`src/rtl/column_readout_mux.sv`:
```
// Registered column readout mux: single-channel capture or auto-scan over a valid/ready stream.
// Optional build macro COLUMN_MUX_MASK_EN adds channel_mask to restrict the auto-scan.
module column_readout_mux #(
    parameter int unsigned NUM_CHANNELS = 8,
    parameter int unsigned DATA_WIDTH   = 8,
    parameter int unsigned SEL_W        = $clog2(NUM_CHANNELS)
) (
    input  logic                               clk,
    input  logic                               reset,
    input  logic                               start,
    input  logic                               mode,
    input  logic [SEL_W-1:0]                   sel_in,
    input  logic [NUM_CHANNELS*DATA_WIDTH-1:0] in_data,
`ifdef COLUMN_MUX_MASK_EN
    input  logic [NUM_CHANNELS-1:0]            channel_mask,
`endif
    output logic [DATA_WIDTH-1:0]              out_data,
    output logic [SEL_W-1:0]                   out_channel,
    output logic                               out_valid,
    input  logic                               out_ready,
    output logic                               out_last,
    output logic                               busy,
    output logic                               done
);

    typedef enum logic [1:0] {StIdle, StSingle, StScan} state_e;

    state_e                  state_q, state_d;
    logic [DATA_WIDTH-1:0]   out_data_q, out_data_d;
    logic [SEL_W-1:0]        out_channel_q, out_channel_d;
    logic                    out_valid_q, out_valid_d;
    logic                    out_last_q, out_last_d;
    logic                    done_q, done_d;
    logic [NUM_CHANNELS-1:0] mask_start, mask_q;
    logic                    xfer;

    // Returns {found, index} of the lowest set mask bit at or above lo.
    function automatic logic [SEL_W:0] next_set(input logic [NUM_CHANNELS-1:0] mask,
                                                input int lo);
        logic [SEL_W:0] r;
        r = '0;
        for (int i = NUM_CHANNELS - 1; i >= 0; i--) begin
            if (i >= lo && mask[i]) r = {1'b1, SEL_W'(i)};
        end
        return r;
    endfunction

    // Out-of-range selectors read as zero.
    function automatic logic [DATA_WIDTH-1:0] pick(
        input logic [NUM_CHANNELS*DATA_WIDTH-1:0] bus, input logic [SEL_W-1:0] idx);
        logic [DATA_WIDTH-1:0] r;
        r = '0;
        for (int i = 0; i < NUM_CHANNELS; i++) begin
            if (idx == SEL_W'(i)) r = bus[i*DATA_WIDTH +: DATA_WIDTH];
        end
        return r;
    endfunction

`ifdef COLUMN_MUX_MASK_EN
    assign mask_start = channel_mask;

    always_ff @(posedge clk or posedge reset) begin
        if (reset) begin
            mask_q <= '0;
        end else if (state_q == StIdle && start && !mode) begin
            mask_q <= channel_mask;
        end
    end
`else
    assign mask_start = '1;
    assign mask_q     = '1;
`endif

    logic [SEL_W:0] first_ch, first_above, step_ch, step_above;

    assign first_ch    = next_set(mask_start, 0);
    assign first_above = next_set(mask_start, int'(first_ch[SEL_W-1:0]) + 1);
    assign step_ch     = next_set(mask_q, int'(out_channel_q) + 1);
    assign step_above  = next_set(mask_q, int'(step_ch[SEL_W-1:0]) + 1);
    assign xfer        = out_valid_q && out_ready;

    always_ff @(posedge clk or posedge reset) begin
        if (reset) state_q <= StIdle;
        else       state_q <= state_d;
    end

    always_comb begin
        state_d = state_q;
        unique case (state_q)
            StIdle: begin
                if (start) begin
                    if (mode)             state_d = StSingle;
                    else if (first_ch[SEL_W]) state_d = StScan;
                end
            end
            StSingle: if (xfer) state_d = StIdle;
            StScan:   if (xfer && out_last_q) state_d = StIdle;
            default:  state_d = StIdle;
        endcase
    end

    always_comb begin
        out_data_d    = out_data_q;
        out_channel_d = out_channel_q;
        out_valid_d   = out_valid_q;
        out_last_d    = out_last_q;
        done_d        = 1'b0;
        unique case (state_q)
            StIdle: begin
                if (start && mode) begin
                    out_data_d    = pick(in_data, sel_in);
                    out_channel_d = sel_in;
                    out_valid_d   = 1'b1;
                    out_last_d    = 1'b1;
                end else if (start && first_ch[SEL_W]) begin
                    out_data_d    = pick(in_data, first_ch[SEL_W-1:0]);
                    out_channel_d = first_ch[SEL_W-1:0];
                    out_valid_d   = 1'b1;
                    out_last_d    = !first_above[SEL_W];
                end else if (start) begin
                    // Empty scan set: no beats, just the completion pulse.
                    done_d = 1'b1;
                end
            end
            StSingle, StScan: begin
                if (xfer && out_last_q) begin
                    out_valid_d = 1'b0;
                    out_last_d  = 1'b0;
                    done_d      = 1'b1;
                end else if (xfer) begin
                    out_data_d    = pick(in_data, step_ch[SEL_W-1:0]);
                    out_channel_d = step_ch[SEL_W-1:0];
                    out_last_d    = !step_above[SEL_W];
                end
            end
            default: ;
        endcase
    end

    always_ff @(posedge clk or posedge reset) begin
        if (reset) begin
            out_data_q    <= '0;
            out_channel_q <= '0;
            out_valid_q   <= 1'b0;
            out_last_q    <= 1'b0;
            done_q        <= 1'b0;
        end else begin
            out_data_q    <= out_data_d;
            out_channel_q <= out_channel_d;
            out_valid_q   <= out_valid_d;
            out_last_q    <= out_last_d;
            done_q        <= done_d;
        end
    end

    assign out_data    = out_data_q;
    assign out_channel = out_channel_q;
    assign out_valid   = out_valid_q;
    assign out_last    = out_last_q;
    assign done        = done_q;
    assign busy        = (state_q != StIdle);

endmodule

```
`config.mk`:
```
export PLATFORM = sky130hd
export DESIGN_NAME = column_readout_mux
export DESIGN_NICKNAME = d
export VERILOG_FILES = /design/src/rtl/column_readout_mux.sv
export SDC_FILE = /design/constraint.sdc
export NUM_CORES = 1
export LEC_CHECK = 0
export BUFFER_PORTS_ARGS = -buffer_cell sky130_fd_sc_hd__clkbuf_2
export CORE_ASPECT_RATIO = 0.7
export CORE_UTILIZATION = 30
export DETAILED_ROUTE_END_ITERATION = 16
export HOLD_SLACK_MARGIN = 0.03
export PLACE_DENSITY = 0.57
export SYNTH_ARGS = -nofsm -noshare
export SYNTH_HDL_FRONTEND = slang
export SYNTH_SLANG_ARGS = --single-unit
```
`constraint.sdc`:
```
create_clock -name clk -period 2.4 [get_ports clk]
set_input_delay 0.48 -clock clk [delete_from_list [all_inputs] [get_ports clk]]
set_output_delay 0.48 -clock clk [all_outputs]
set_load 0.01 [all_outputs]
```
Word level (Yosys, flattened, before mapping)
Index checks and enable logic that the tools add are counted.
{"block": "word_totals", "ff_bits": 16, "wordCells": 120, "inputBits": 72}
{"block": "classes", "order_cmp": 16, "n_reduce_logical": 14, "n_eq_ne": 24, "mux": 58, "n_addsub": 2}
{"operator": "$mux W8", "n": 20}
{"operator": "$mux W3", "n": 12}
{"operator": "$ge A3 B4 Y1 const A", "n": 8}
{"operator": "$mux W4", "n": 8}
{"operator": "$eq A3 B3 Y1 const B", "n": 8}
{"operator": "$ge A1 B4 Y1 const A", "n": 4}
{"operator": "$ge A2 B4 Y1 const A", "n": 4}
{"operator": "$pmux W8 S2", "n": 1}
{"operator": "$eq A3 B2 Y1 const B", "n": 4}
{"operator": "$ne A2 B2 Y1 const B", "n": 6}
{"operator": "$mux W1", "n": 9}
{"operator": "$reduce_and A3 Y1", "n": 3}
{"operator": "$add A3 B1 Y4 const B", "n": 2}
{"operator": "$mux W2", "n": 4}
{"operator": "$eq A3 B1 Y1 const B", "n": 2}
{"operator": "$logic_not A3 Y1", "n": 2}
{"operator": "$ne A3 B3 Y1 const B", "n": 2}
{"operator": "$pmux W2 S3", "n": 1}
{"operator": "$pmux W3 S2", "n": 1}
{"operator": "$pmux W1 S2", "n": 2}
{"operator": "$reduce_and A4 Y1", "n": 1}
{"operator": "$reduce_bool A2 Y1", "n": 2}
{"operator": "$logic_and A1 B1 Y1", "n": 3}
{"operator": "$eq A2 B1 Y1 const B", "n": 1}
{"operator": "4 further kinds", "n": 4}

Longest topological paths before layout
Gate-level depths: netlist (run 1).
{"block": "logic_depth", "word_depth": 24, "ltp_mapped": 11}

Least setup slack after synthesis (run 1)
OpenSTA, ideal clock, no wires.
{"block": "synth_path", "path_kind": "register to register", "startpoint": "reg out_channel_q[0], in the netlist out_channel[0]", "endpoint": "reg out_data_q[4], in the netlist out_data[4]", "arrival_time_ps": 2133, "synth_period_minus_slack_ps": 2267, "path_slack_ps": 133, "path_stages_with_launch": 12, "path_cell_list": "dfrtp_1 buf_6 inv_1 ha_1 and3b_4 buf_6 o21a_4 buf_6 a222oi_1 o31ai_1 a31oi_1 o211ai_1"}
{"block": "synth_between", "elab_chain_len": 22, "word_cells_on_any_way": 36, "classes_between": "add/sub: 1; order compare: 8; eq/ne: 7; mux: 19; reduce/logical: 1"}
{"item": "from (decl)", "line_no": "30", "text": "logic [SEL_W-1:0] out_channel_q, out_channel_d;"}
{"item": "from (signal assigned)", "line_no": "149", "text": "out_channel_q <= out_channel_d;"}
{"item": "$add A3 B1 Y4 (*)", "line_no": "78", "text": "assign step_ch = next_set(mask_q, int'(out_channel_q) + 1);"}
{"item": "$ge A3 B4 Y1", "line_no": "43", "text": "if (i >= lo && mask[i]) r = {1'b1, SEL_W'(i)};"}
{"item": "$mux W3 (7 in a row)", "line_no": "43"}
{"item": "$mux W3 (*)", "line_no": "43"}
{"item": "$logic_not A3 Y1", "line_no": "54", "text": "if (idx == SEL_W'(i)) r = bus[i*DATA_WIDTH +: DATA_WIDTH];"}
{"item": "$mux W8 (7 in a row)", "line_no": "54"}
{"item": "$mux W8 (*)", "line_no": "54"}
{"item": "$mux W8 (*)", "line_no": "130", "text": "end else if (xfer) begin"}
{"item": "$mux W8 (*)", "line_no": "126", "text": "if (xfer && out_last_q) begin"}
{"item": "$pmux W8 S2 (*)", "line_no": "108", "text": "unique case (state_q)"}
{"item": "to (signal assigned)", "line_no": "148", "text": "out_data_q <= out_data_d;"}
{"item": "to (decl)", "line_no": "29", "text": "logic [DATA_WIDTH-1:0] out_data_q, out_data_d;"}
Every way passes the cells marked *; elsewhere a longest branch is shown, timed or not. The select of a mux whose other input is x is not followed.
A chain may end at the register's enable or synchronous reset.

Worst setup path in the final report (run 1)
Same ends and word-level chain as after synthesis.

==> flow_summary.yaml, run 1 <==
status:
  status: "completed"
floorplanning:
  placementRows: 26
  start_util: 0.3138
  dieWidth_um: 107.0
  core_mm2: 0.007385
  fp.dieH_um: 75.53
  ios: 87
  die_area_mm2: 0.008085
route:
  wl_um: 9263
  drt_pass1_iterations: 6
  avgRoutedWirePerCell_um: 19.34
  vias: 2864
  antenna_left: 0
  drt_first_iter_violations: 215
  avgViaCountPerCell: 5.979
  drc_errors: 0
layout:
  drive_gt1_frac: 0.3543
  diodes: 0
  nNetsFinal: 462
  final_cells: 479
  final_common_cell: "clkbuf_2"
  layout_common_cells: "clkbuf_2 (86), nand2_1 (33), nor2_1 (26), a21oi_1 (22)"
  fin_util: 0.4031
  area_delta_synth_final_pct: 28.46
  fillers: 807
sta:
  fmax_mhz: 441.9
  period_minus_slack_ns: 2.263
  slew_violations: 0
  setup_slack_ns: 0.1373
  tightest_slew_ns: 0.6918
  period_share: 0.9428
  skew_ns: 0.003075
  max_slew_margin: 0.5383
  final.setup.tns_ns: 0
  setup_viol: 0
  finalHoldViolCount: 0
placement:
  dp_slack_ns: 0.1520
  dp.cells: 476
  io_buffers: 86
  gp_congestion: 1.016
  dpl.hpwl_um: 7269
worst_setup_path:
  crit_chain: "inv_1 -> ha_1 -> and3b_4 -> o21a_4 -> a222oi_1 -> o31ai_1 -> a31oi_1 -> o211ai_1"
  cp.required_ns: 2.54
  worstPathMaxFanout: 11
  cp_slowest_stage_delay_ns: 0.42
  critPathArrivalTime_ns: 2.40
  critPathKind: "flip-flop to flip-flop"
  cp_slowest_cell: "dfrtp_1"
  crit_buf_inv: 1
  endpoint_kind: "flip-flop"
  path_delay_family: "compound AO/OA/AOI/OAI gates"
  critPathLaunchType: "flip-flop"
power:
  power_frac_seq: 0.162
  p_comb_frac: 0.767
  swShare: 0.5218
  powerDensity_mw_per_mm2: 1059
  intPower_mw: 1.507
  vdd_drop_max_uv: 328.6
  finalPower_mw: 3.151
  power_frac_clock: 0.071
  p_leak_nw: 1.313
  p_switching_mw: 1.644
cts:
  cts_inserted_buffers: 3
  cts_setup_buffers: 0
  clock_latency_ns: 0.26
  clock_sinks: 16
  clk_path_buf_depth: 2
  cts_resized: 0
  cts.htree.levels: 1
  cts_root_buf: "clkbuf_8"
  cts_tree: "yes"
  clk_pin_slew_worst_paths_ns: 0.07
  ctsHoldBuffers: 0
yosys:
  synthFlopType: "dfrtp_1"
  synth.avg_cell_area_um2: 7.828
  synth-compound-area-share: 0.3531
  synth_cell_types: 57
  synth_top_family_by_area: "compound AO/OA/AOI/OAI gates"
  synthMuxAreaShare: 0.1458
  synth-xor-area-share: 0.003780
  synthesis.nets: 375
  syn_inst: 296
  synth_edf_count: 0
  synth_area_mm2: 0.002317
  ys_warn_count: 0
  yosysSeqAreaShare: 0.1728
  ys_seq_elements: 16
  synthAdderAreaFrac: 0.03780
  async_reset_ff_frac: 1.000
  yosys.area_share.simple: 0.2149
grt:
  grt_pass1_vias: 2547
  grt_pass1_wl_um: 14440
  grt_use_total: 0.2354
  grt_max_degree: 23
  grt_overflow_total: 0
  grt_antenna_before_repair: 0
run:
  max_cap_violations: 0
worst_hold_path:
  hp-class: "primary input to asynchronous set/reset pin"
-- flip-flops by register name (all words and copies together), names as in the netlist --
register / flops
done: 1
out_channel: 3
out_data: 8
out_last: 1
out_valid: 1
state_q: 2
-- logic make-up after synthesis --
family	count (synthesis)
DFF	16
xor gates and xnor gates	1
buffers and inverters	34
and+or+nand+nor	102
adders and majority gates	7
AOI/OAI and AO/OA	115
muxes	21
-- metrics by stage --
step / cell area (um^2) / hold WS (ns)
5_1_grt: 2977 / 0.3507
3_3_place_gp: 2888 / 0.4655
2_1_floorplan: 2317 / 0.3937
6_report: 2977 / 0.2988
4_1_cts: 2929 / 0.3272
3_5_place_dp: 2888 / 0.4739
-- area by class of cell --
| class | instances | area (um^2) | share of cell area |
|---|---|---|---|
| timing repair buffer | 105 | 573.1 | 0.1925 |
| tap | 98 | 122.6 | 0.04119 |
| inverter | 11 | 41.29 | 0.01387 |
| multi-input combinational | 246 | 1797 | 0.6036 |
| sequential | 16 | 401.6 | 0.1349 |
| clock buffer | 3 | 41.29 | 0.01387 |
-- Yosys cell counts (7+ instances only) --
cell type | count | share of area
mux4_2 | 10 | 0.097
dfrtp_1 | 16 | 0.17
nand3_1 | 9 | 0.019
clkbuf_1 | 13 | 0.021
nor2_1 | 26 | 0.042
o21ai_0 | 19 | 0.041
inv_1 | 11 | 0.018
a211oi_1 | 7 | 0.023
a21oi_1 | 22 | 0.048
o211ai_1 | 17 | 0.055
nand2_1 | 33 | 0.053
mux2i_1 | 9 | 0.039
ha_1 | 7 | 0.038
-- routing by layer --
| layer | track usage | part of all wire | up-vias | wire [um] |
|---|---|---|---|---|
| met1 | 0.3665 | 0.50 | 1385 | 4641 |
| met2 | 0.3498 | 0.41 | 152 | 3791 |
| li1 | - | - | 1321 | - |
| met4 | 0.02740 | 0.0086 | 0 | 80 |
| met3 | 0.03422 | 0.081 | 6 | 749 |
| met5 | 0 | 0 | - | 0 |
-- final timing paths --
path,startpoint,slack [ns],end,cells after the start
min,reset,0.30,out_data[7]$_DFFE_PP0P_,2
min reg2reg,out_data[5]$_DFFE_PP0P_,0.48,out_data[5]$_DFFE_PP0P_,2
max,out_channel[0]$_DFFE_PP0P_,0.14,out_data[4]$_DFFE_PP0P_,8
min in group clk,out_data[5]$_DFFE_PP0P_,0.48,out_data[5]$_DFFE_PP0P_,2
max reg2reg,out_channel[0]$_DFFE_PP0P_,0.14,out_data[4]$_DFFE_PP0P_,8
max in group asynchronous,reset,1.62,out_channel[2]$_DFFE_PP0P_,2
-- power by group through the flow --
| stage | Sequential, mW | Combinational, mW | Clock (mW) |
|---|---|---|---|
| 2_1_floorplan | 0.527 | 1.55 | 0 |
| 3_3_place_gp | 0.506 | 2.33 | 0 |
| 3_5_place_dp | 0.513 | 2.33 | 0 |
| 4_1_cts | 0.507 | 2.34 | 0.228 |
| 5_1_grt | 0.532 | 2.68 | 0.238 |
| 6_report | 0.512 | 2.42 | 0.223 |
Power figures use the tool's default switching activity.
==> inputs of run 2 (changes only) <==
CORE_UTILIZATION = 54   (was 30)
PLACE_DENSITY = 0.91   (was 0.57)
clock period = 2.75 ns   (was 2.4 ns; I/O delays follow)
==> run 2 against run 1 <==
Sequential power down 13%; first-iteration DRC count is 110% higher; critical path depth increased by 1; critical endpoint is now out_data[1]$_DFFE_PP0P_; largest cell class unchanged.
==> flow_summary.yaml, run 2 (synthesis gave the netlist of run 1 again) <==
cts:
  clk_pin_slew_worst_paths_ns: 0.07
  ctsHoldBuffers: 0
  clock_sinks: 16
  clock_latency_ns: 0.26
  cts_root_buf: "clkbuf_8"
  cts_setup_buffers: 0
  cts_resized: 0
  cts_tree: "yes"
  clk_path_buf_depth: 2
  cts.htree.levels: 1
  cts_inserted_buffers: 3
sta:
  finalHoldViolCount: 0
  period_share: 0.8759
  final.setup.tns_ns: 0
  slew_violations: 0
  period_minus_slack_ns: 2.409
  max_slew_margin: 0.4866
  tightest_slew_ns: 0.7649
  setup_viol: 0
  rsz0062_at_grt: "false"
  skew_ns: 0.002454
  fmax_mhz: 415.2
  setup_slack_ns: 0.3413
placement:
  dpl.hpwl_um: 6196
  io_buffers: 86
  gp_congestion: 0.9679
  dp.cells: 419
  dp_slack_ns: 0.3932
power:
  intPower_mw: 1.259
  finalPower_mw: 2.659
  p_switching_mw: 1.400
  p_comb_frac: 0.749
  vdd_drop_max_uv: 624.4
  power_frac_seq: 0.167
  p_leak_nw: 1.265
  swShare: 0.5266
  powerDensity_mw_per_mm2: 948.8
  power_frac_clock: 0.084
floorplanning:
  start_util: 0.5768
  fp.dieH_um: 56.81
  core_mm2: 0.004018
  dieWidth_um: 80.30
  die_area_mm2: 0.004561
  placementRows: 19
  ios: 87
run:
  max_cap_violations: 0
layout:
  final_common_cell: "clkbuf_2"
  layout_common_cells: "clkbuf_2 (86), nand2_1 (33), nor2_1 (26), a21oi_1 (22), o21ai_0 (19)"
  final_cells: 423
  largest_register_ffs: 8
  drive_gt1_frac: 0.3261
  area_delta_synth_final_pct: 20.95
  nNetsFinal: 451
  diodes: 0
worst_setup_path:
  critPathLaunchType: "flip-flop"
  critPathKind: "flip-flop to flip-flop"
  crit_chain: "buf_4 -> inv_1 -> ha_1 -> and3b_4 -> o21ai_1 -> nor2_1 -> o31ai_1 -> o311ai_1 -> o211ai_1"
  endpoint_kind: "flip-flop"
  critPathArrivalTime_ns: 2.59
  cp_slowest_stage_delay_ns: 0.42
  cp.required_ns: 2.93
  cp_slowest_cell: "o21ai_1"
  worstPathMaxFanout: 9
route:
  antenna_left: 0
  drt_pass1_iterations: 6
  avgViaCountPerCell: 6.983
  vias: 2954
  avgRoutedWirePerCell_um: 19.38
  drc_errors: 0
  wl_um: 8199
  drt_first_iter_violations: 442
grt:
  grt_use_total: 0.3744
  grt_pass1_wl_um: 13000
  grt_antenna_before_repair: 0
  grt_max_degree: 28
  grt_pass1_vias: 2678
  grt_overflow_total: 0
status:
  status: "completed"
worst_hold_path:
  hp-class: "primary input to asynchronous set/reset pin"
## run 2: routing by layer
metal / vias up / track usage / wire length, um
met1: 1338 / 0.5491 / 3282
met2: 278 / 0.5250 / 3437
li1: 1304 / - / -
met3: 34 / 0.09593 / 1314
met5: - / 0 / 0
met4: 0 / 0.1327 / 165
## run 2: final timing paths
check | startpoint | to | slack, ns | cells after the start
hold reg to reg | out_data[7]$_DFFE_PP0P_ | out_data[7]$_DFFE_PP0P_ | 0.49 | 2
max in group asynchronous | reset | out_valid$_DFFE_PP0P_ | 1.93 | 2
hold / removal | reset | out_data[0]$_DFFE_PP0P_ | 0.38 | 2
min in group clk | out_data[7]$_DFFE_PP0P_ | out_data[7]$_DFFE_PP0P_ | 0.49 | 2
setup / recovery | out_channel[1]$_DFFE_PP0P_ | out_data[1]$_DFFE_PP0P_ | 0.34 | 9
setup reg to reg | out_channel[1]$_DFFE_PP0P_ | out_data[1]$_DFFE_PP0P_ | 0.34 | 9
## run 2: cell type report
cell class	count	area, um^2
tap	52	65.06
timing repair buffer	94	490.5
sequential	16	400.4
clock buffer	4	55.05
fill	347	1215
inverter	11	41.29
multi-input combinational	246	1750
## run 2: worst max-delay path: cells and delay by family (launching register included)
family                   cells  cell delay [ns]
AND/OR/NAND/NOR              2             0.33
buffers and inverters        2             0.22
flip-flops                   1             0.41
adder cells (fa/ha/maj)      1             0.30
AO/OA/AOI/OAI                4             1.05
## run 2: power groups by stage
stage	Clock, mW	Combinational, mW	Sequential, mW
after floorplan	0	1.35	0.460
after global placement	0	1.87	0.439
after detailed placement	0	1.92	0.445
after CTS	0.223	1.93	0.440
after global routing	0.230	2.17	0.460
final	0.223	1.99	0.445
## run 2: metrics by stage
| step | util | cell area, um^2 | hold slack [ns] |
|---|---|---|---|
| after floorplan | - | 2317 | 0.4637 |
| after global placement | 0.6839 | 2748 | 0.4632 |
| after detailed placement | 0.6839 | 2748 | 0.4786 |
| after CTS | 0.6976 | 2803 | 0.3959 |
| after global routing | 0.6976 | 2803 | 0.4245 |
| final | 0.6976 | 2803 | 0.3787 |
